$ cat src/rtl/fx3_sfifo_buf.sv
// Synchronous FIFO with occupancy count. The read port is either show-ahead
// (head word combinational) or registered (word captured on the popping edge).
module fx3_sfifo_buf #(
   parameter int DATA_W     = 32,
   parameter int DEPTH      = 32,
   parameter bit SHOW_AHEAD = 1'b0
) (
   input  logic                   clk_pll,
   input  logic                   reset_,
   input  logic                   push,
   input  logic [DATA_W-1:0]      push_data,
   input  logic                   pop,
   output logic [DATA_W-1:0]      rd_data,
   output logic [$clog2(DEPTH):0] count,
   output logic                   full,
   output logic                   empty
);

   localparam int PTR_W = $clog2(DEPTH);
   localparam int CNT_W = PTR_W + 1;

   logic [DATA_W-1:0] mem [DEPTH];
   logic [PTR_W-1:0]  wr_ptr;
   logic [PTR_W-1:0]  rd_ptr;
   logic [CNT_W-1:0]  cnt;
   logic              push_ok;
   logic              pop_ok;

   assign full    = (cnt == CNT_W'(DEPTH));
   assign empty   = (cnt == '0);
   assign push_ok = push && !full;
   assign pop_ok  = pop && !empty;
   assign count   = cnt;

   // Storage write.
   // NOTE: the array has no reset; the count alone defines which words are valid.
   always_ff @(posedge clk_pll) begin
      if (push_ok) mem[wr_ptr] <= push_data;
   end

   // Pointer and occupancy update; a same-edge push and pop leave the count unchanged.
   // NOTE: non-blocking assignments so every flop samples pre-edge values.
   always_ff @(posedge clk_pll or negedge reset_) begin
      if (!reset_) begin
         wr_ptr <= '0;
         rd_ptr <= '0;
         cnt    <= '0;
      end else begin
         if (push_ok) wr_ptr <= wr_ptr + 1'b1;
         if (pop_ok)  rd_ptr <= rd_ptr + 1'b1;
         case ({push_ok, pop_ok})
            2'b10:   cnt <= cnt + 1'b1;
            2'b01:   cnt <= cnt - 1'b1;
            default: cnt <= cnt;
         endcase
      end
   end

   if (SHOW_AHEAD) begin : g_show
      assign rd_data = mem[rd_ptr];
   end else begin : g_reg
      logic [DATA_W-1:0] rd_q;

      // Capture the popped word; it is held while no pop occurs.
      always_ff @(posedge clk_pll or negedge reset_) begin
         if (!reset_)     rd_q <= '0;
         else if (pop_ok) rd_q <= mem[rd_ptr];
      end

      assign rd_data = rd_q;
   end

endmodule

$ cat config.mk
export PLATFORM = sky130hd
export DESIGN_NAME = fx3_sfifo_buf
export DESIGN_NICKNAME = d
export VERILOG_FILES = /design/src/rtl/fx3_sfifo_buf.sv
export SDC_FILE = /design/constraint.sdc
export NUM_CORES = 1
export LEC_CHECK = 0
export CORE_ASPECT_RATIO = 1.4
export CORE_UTILIZATION = 62
export CTS_CLUSTER_DIAMETER = 150
export DETAILED_ROUTE_END_ITERATION = 10
export PLACE_DENSITY = 0.79
export SLEW_MARGIN = 0
export SYNTH_ARGS = -nofsm -noshare
export SYNTH_HDL_FRONTEND = slang
export SYNTH_SLANG_ARGS = --single-unit
$ cat constraint.sdc
create_clock -name clk_pll -period 3.3 [get_ports clk_pll]
set_clock_uncertainty 0.15 [all_clocks]
set_input_delay 0.66 -clock clk_pll [delete_from_list [all_inputs] [get_ports clk_pll]]
set_output_delay 0.66 -clock clk_pll [all_outputs]
set_load 0.05 [all_outputs]
==> results.yml, run 1 <==
global_route:
  gr-total-overflow: 0
  grt_pass1_vias: 21437
  grt_use_met3_pct: 5.198
  grt_use_met2_pct: 48.95
  grt_pass1_wl_microns: 140500
  top_usage_layer: "met2"
  antenna_found_initial: 2
  track_usage_pct: 29.60
  use_met1_pct: 38.07
  grt_max_degree: 83
yosys:
  seq_area_frac_synth_pct: 77.94
  muxShareOfSynthArea_pct: 14.48
  syn_inst: 1896
  synth_warnings: 0
  synthesis.area_sq_um: 40990
  yosys.area_share.simple_pct: 1.349
  synth_top_family_by_area: "multiplexers"
  synthXorXnorAreaFrac_pct: 0.2564
  synth_top_area_share_pct: 75.01
  synth_edf_count: 1024
  ys_types: 51
  synth-compound-area-share_pct: 3.910
  synth_area_per_cell_sq_um: 21.62
  ys_ff_latch: 1072
  synth_top_cell_by_area: "edfxtp_1"
  syn-num-nets: 1943
  synth_fa_ha_area_share_pct: 0.3541
  async_flop_share_pct: 4.478
  synthTopCellsByArea: "edfxtp_1 75%, mux4_2 11%, mux2i_1 3.1%"
  ys.flop_type: "edfxtp_1"
timing:
  finalSetupViolCount: 0
  slew_headroom_pct: 26.45
  fmax_ghz: 0.3167
  whs_ns: 0.3653
  slew_viol_final: 0
  period_needed_ns: 3.158
  rsz0062_at_grt: "no"
  finalHoldViolCount: 0
  tightest_slew_ns: 1.100
  min_period_over_period_pct: 95.69
final_layout:
  fin_area_sq_um: 46750
  multiInputGateArea_sq_um: 8588
  num-nets-final: 2140
  n_fill_cell: 3515
  syn2layout_area_growth_pct: 14.05
  final_core_utilization_pct: 71.47
  seqCellArea_sq_um: 31970
  finalNonFillerCells: 3014
  num_antenna_cells: 0
  drive_gt1_share_pct: 24.64
  layout_common_cells: "1024 x edfxtp_1, 192 x mux4_2, 126 x mux2i_1"
  layout_commonest_cell: "edfxtp_1"
cts:
  clock_path_buffers: 3
  h-tree-depth: 3
  path_clk_slew_ns: 0.07
  clockRootBuffer: "clkbuf_16"
  cts_tree: "yes"
  cts_buffers: 92
  clk_latency_ns: 0.65
  cts.sinks: 1072
floorplan:
  die_h_microns: 306.2
  coreArea_sq_um: 65410
  initial_utilization_pct: 62.67
  num_rows: 111
  pin_count: 76
  die_area_sq_um: 67160
  fp.dieW_microns: 219.3
power:
  power.total_uw: 38880
  peakVddDrop_mv: 0.5658
  p_leak_uw: 0.01506
  p_per_area_nw_per_um2: 831.6
route:
  antenna_left: 0
  routed_wl_microns: 96200
  drtIter0Drc: 2443
  remaining_drc_errors: 0
  firstDrtPassIters: 5
  vias: 20563
  viasPerCell: 6.822
  wl_per_cell_microns: 31.92
critical_path:
  endpoint_kind: "output port"
  cp.required_ns: 2.49
  path_class: "reg -> out"
  r2r_start: "count[4]$_DFFE_PN0P_"
  r2r_setup_slack_ns: 0.15
  setup.worst_path.start_class: "flip-flop"
  path_max_fanout: 4
  rr_worst_depth: 10
  cp.arrival_ns: 2.35
  reg2reg_to: "count[5]$_DFFE_PN0P_"
hold_path:
  hold_depth: 1
  hp-class: "reg -> reg"
  worstHoldStart: "rd_data[20]$_DFFE_PN0P_"
  worstHoldEndpoint: "rd_data[20]$_DFFE_PN0P_"
placed_design:
  port_buffers: 75
  dpl.cell_count: 2845
  post-dp-hpwl_microns: 55660
  gp_congestion: 0.8661
  dpl_cell_area_sq_um: 43780
job:
  drv_cap: 0
run_status:
  status: "finished, final reports clean"
[how the worst max path moves through the flow]
stage / start / end / slack (ns) / cells past startpoint
6_report: count[4]$_DFFE_PN0P_ / full / 0.14 / 3
5_1_grt: count[4]$_DFFE_PN0P_ / count[5]$_DFFE_PN0P_ / 0.007 / 10
4_1_cts: count[4]$_DFFE_PN0P_ / full / 0.12 / 3
3_5_place_dp: push / count[5]$_DFFE_PN0P_ / 0.19 / 10
3_3_place_gp: push / count[5]$_DFFE_PN0P_ / 0.20 / 10
2_1_floorplan: count[0]$_DFFE_PN0P_ / mem[31][0]$_DFFE_PP_ / -0.05 / 6
[cell usage after synthesis, types with 2 or more instances]
cell type,instances
or3b_2,3
buf_6,21
nor2_1,36
xnor2_1,10
o21ai_0,10
nor4_1,2
nor2b_1,2
a21o_1,2
buf_2,40
o22ai_1,62
nand2_1,48
a211oi_1,32
o2111ai_1,31
ha_1,10
nand3_1,5
mux4_2,192
inv_1,10
a21oi_1,3
mux2_2,31
xor2_1,2
a221oi_1,31
buf_1,6
dfrtp_1,48
buf_4,7
edfxtp_1,1024
nor3_1,3
mux2i_1,126
a22o_1,31
nand4_1,3
nand3b_1,6
clkbuf_1,39
[stage by stage]
stage | setup WS, ns | setup TNS (ns)
2_1_floorplan | -0.04762 | -11.40
3_3_place_gp | 0.2015 | 0
3_5_place_dp | 0.1923 | 0
4_1_cts | 0.1202 | 0
5_1_grt | 0.006523 | 0
6_report | 0.1422 | 0
[critical path, cell delays in order, from the launching register on]
cell and delay [ns]:
dfrtp_1 0.43, or4_4 0.57, nor3_1 0.16, dlygate4sd2_1 0.55
[power by group]
part	switching, uW	internal, uW
sequential	692	16000
combinational	6680	4820
clock	4670	6040
total	12000	26800
[state kept, by name, indices dropped and copies added, names as in the netlist]
name	flops
count	6
mem	1024
rd_data	32
rd_ptr	5
wr_ptr	5
[area by class of cell]
| class | count | area share (%) |
|---|---|---|
| clock buffers | 130 | 5.564 |
| clock inverters | 38 | 0.7708 |
| inverters | 10 | 0.08029 |
| multi-input cells | 700 | 18.37 |
| flip-flops and latches | 1072 | 68.38 |
| well taps | 847 | 2.267 |
| repair buffers | 217 | 4.571 |
[layer usage]
metal  vias up  routed length [microns]
li1       8369                        -
met1     10688                    33720
met2      1261                    49280
met3       243                     8635
met4         2                     4563
met5         -                       13
[cell families (layout without fill, tap and decap cells)]
logic type	Yosys count	count (layout)
flops	1072	1072
xor+xnor	12	12
mux	349	349
compound gates	210	210
fa+ha+maj	11	11
buf+inv	124	395
simple gates	118	118
[timing repair]
| action | in CTS | in global routing |
|---|---|---|
| hold buffers | 1 | 0 |
| resized for setup | 2 | 0 |
| endpoints found under the setup margin | 2 | 0 |
| endpoints found under the hold margin | 26 | 0 |
| buffers inserted | 0 | 0 |
Note: power is estimated with default switching activity, not from simulation.
==> run 2, diff against run 1 <==
CORE_MARGIN = 2   (was default)
==> results.yml, run 2 (synthesis results as in run 1) <==
timing:
  slew_headroom_pct: 10.24
  whs_ns: 0.3685
  setup_slack_ns: 0.1744
  period_needed_ns: 3.126
  finalSetupViolCount: 0
  min_period_over_period_pct: 94.72
  tightest_slew_ns: 1.345
  fmax_ghz: 0.3199
  finalHoldViolCount: 0
  slew_viol_final: 0
  rsz0062_at_grt: "no"
global_route:
  track_usage_pct: 29.39
  gr-total-overflow: 0
  grt_pass1_vias: 21465
  antenna_found_initial: 1
  grt_max_degree: 68
  grt_pass1_wl_microns: 144000
critical_path:
  path_buf_inv: 1
  path_class: "reg -> reg"
  critPathSlowestCell: "or4_4"
  r2r_setup_slack_ns: 0.17
  r2r_start: "count[4]$_DFFE_PN0P_"
  reg2reg_to: "count[5]$_DFFE_PN0P_"
  cp.arrival_ns: 3.55
  path_max_fanout: 7
  rr_worst_depth: 10
  endpoint_kind: "flip-flop"
  cp.required_ns: 3.72
  setup.worst_path.start_class: "flip-flop"
  worst_path_largest_cell_delay_ns: 0.57
  cp_common_cell: "ha_1"
  crit_family: "simple AND/OR/NAND/NOR gates"
  path_cells: "or4_4 > o31ai_4 > inv_1 > ha_1 > ha_1 > a21o_1 > a21oi_1 > or4_1 > nand3_1 > xnor2_1"
floorplan:
  coreArea_sq_um: 65410
  pin_count: 76
  fp.dieW_microns: 221.3
  num_rows: 111
  die_area_sq_um: 68220
  initial_utilization_pct: 62.67
  die_h_microns: 308.2
cts:
  cts_setup_buffers: 0
  path_clk_slew_ns: 0.07
  clock_path_buffers: 3
  cts_buffers: 92
  clockRootBuffer: "clkbuf_16"
  clk_latency_ns: 0.65
  cts_tree: "yes"
  cts.sinks: 1072
  h-tree-depth: 3
final_layout:
  regMostFlops: "mem"
  layout_common_cells: "1024 x edfxtp_1, 192 x mux4_2, 126 x mux2i_1"
  layout_commonest_cell: "edfxtp_1"
  drive_gt1_share_pct: 25.06
  syn2layout_area_growth_pct: 14.44
  num-nets-final: 2133
  n_fill_cell: 3546
  num_antenna_cells: 0
  largest_reg_flops: 1024
route:
  firstDrtPassIters: 5
  antenna_left: 0
  vias: 20579
  drtIter0Drc: 2763
  wl_per_cell_microns: 32.70
  remaining_drc_errors: 0
  routed_wl_microns: 98420
  viasPerCell: 6.837
placed_design:
  dp_slack_ns: 0.1617
  gp_congestion: 0.8345
  post-dp-hpwl_microns: 55720
  port_buffers: 75
hold_path:
  worstHoldStart: "rd_data[14]$_DFFE_PN0P_"
  hold_depth: 1
  worstHoldEndpoint: "rd_data[14]$_DFFE_PN0P_"
  hp-class: "reg -> reg"
run_status:
  status: "finished, final reports clean"
power:
  power.total_uw: 39270
  peakVddDrop_mv: 0.6814
  p_leak_uw: 0.01512
  p_per_area_nw_per_um2: 837.2
job:
  drv_cap: 0
-- run 2: cell count changes in the layout (fill, tap and decap cells not counted), sizes merged --
cell      before  now
clkbuf       130  128
clkinv        28   23
clkinvlp       3    2
bufinv         7   11
buf          142  135
inv           10   17
-- run 2: through the flow --
stage          util (%)  std cells  cell area [sq um]  setup TNS [ns]
6_report          71.71       3010              46910               0
4_1_cts           71.71       3010              46910               0
3_5_place_dp      67.00       2838              43830               0
2_1_floorplan         -       1896              40990          -11.40
3_3_place_gp      67.00       2838              43830               0
5_1_grt           71.71       3010              46910               0
-- run 2: power by group --
part	total, uW	internal (uW)	switching (uW)
logic	11600	4840	6710
clock network	11100	6290	4760
registers	16700	16000	681
-- run 2: worst max-delay path by stage --
stage | to | startpoint | cells past startpoint | slack (ns)
after floorplan | mem[31][0]$_DFFE_PP_ | count[0]$_DFFE_PN0P_ | 6 | -0.05
after global placement | count[5]$_DFFE_PN0P_ | push | 10 | 0.21
final | count[5]$_DFFE_PN0P_ | count[4]$_DFFE_PN0P_ | 10 | 0.17
after detailed placement | count[4]$_DFFE_PN0P_ | pop | 11 | 0.16
after CTS | full | count[4]$_DFFE_PN0P_ | 3 | 0.15
after global routing | count[4]$_DFFE_PN0P_ | count[4]$_DFFE_PN0P_ | 11 | 0.03
-- run 2: layout make-up --
cell class                 instances  area [sq um]  share of cell area, %
clock buffer                     128          2547                  5.430
clock inverter                    43         526.8                  1.123
inverter                          10         37.54                0.08002
multi-input combinational        700          8588                  18.31
sequential                      1072         31970                  68.14
tap                              847          1060                  2.259
timing repair buffer             210          2185                  4.657
-- run 2: per-layer routing --
metal | up-vias | global-route usage (%) | part of all wire (%)
li1 | 8352 | - | -
met1 | 10774 | 37.88 | 35
met2 | 1210 | 49.13 | 51
met3 | 241 | 5.306 | 8.9
met4 | 2 | 14.16 | 4.7
met5 | - | 0 | 0.013
-- run 2: timing repair --
action | CTS | global route
setup endpoints to repair | 2 | 0
resized for setup | 2 | 0
hold buffers | 1 | 0
endpoints found under the hold margin | 17 | 0
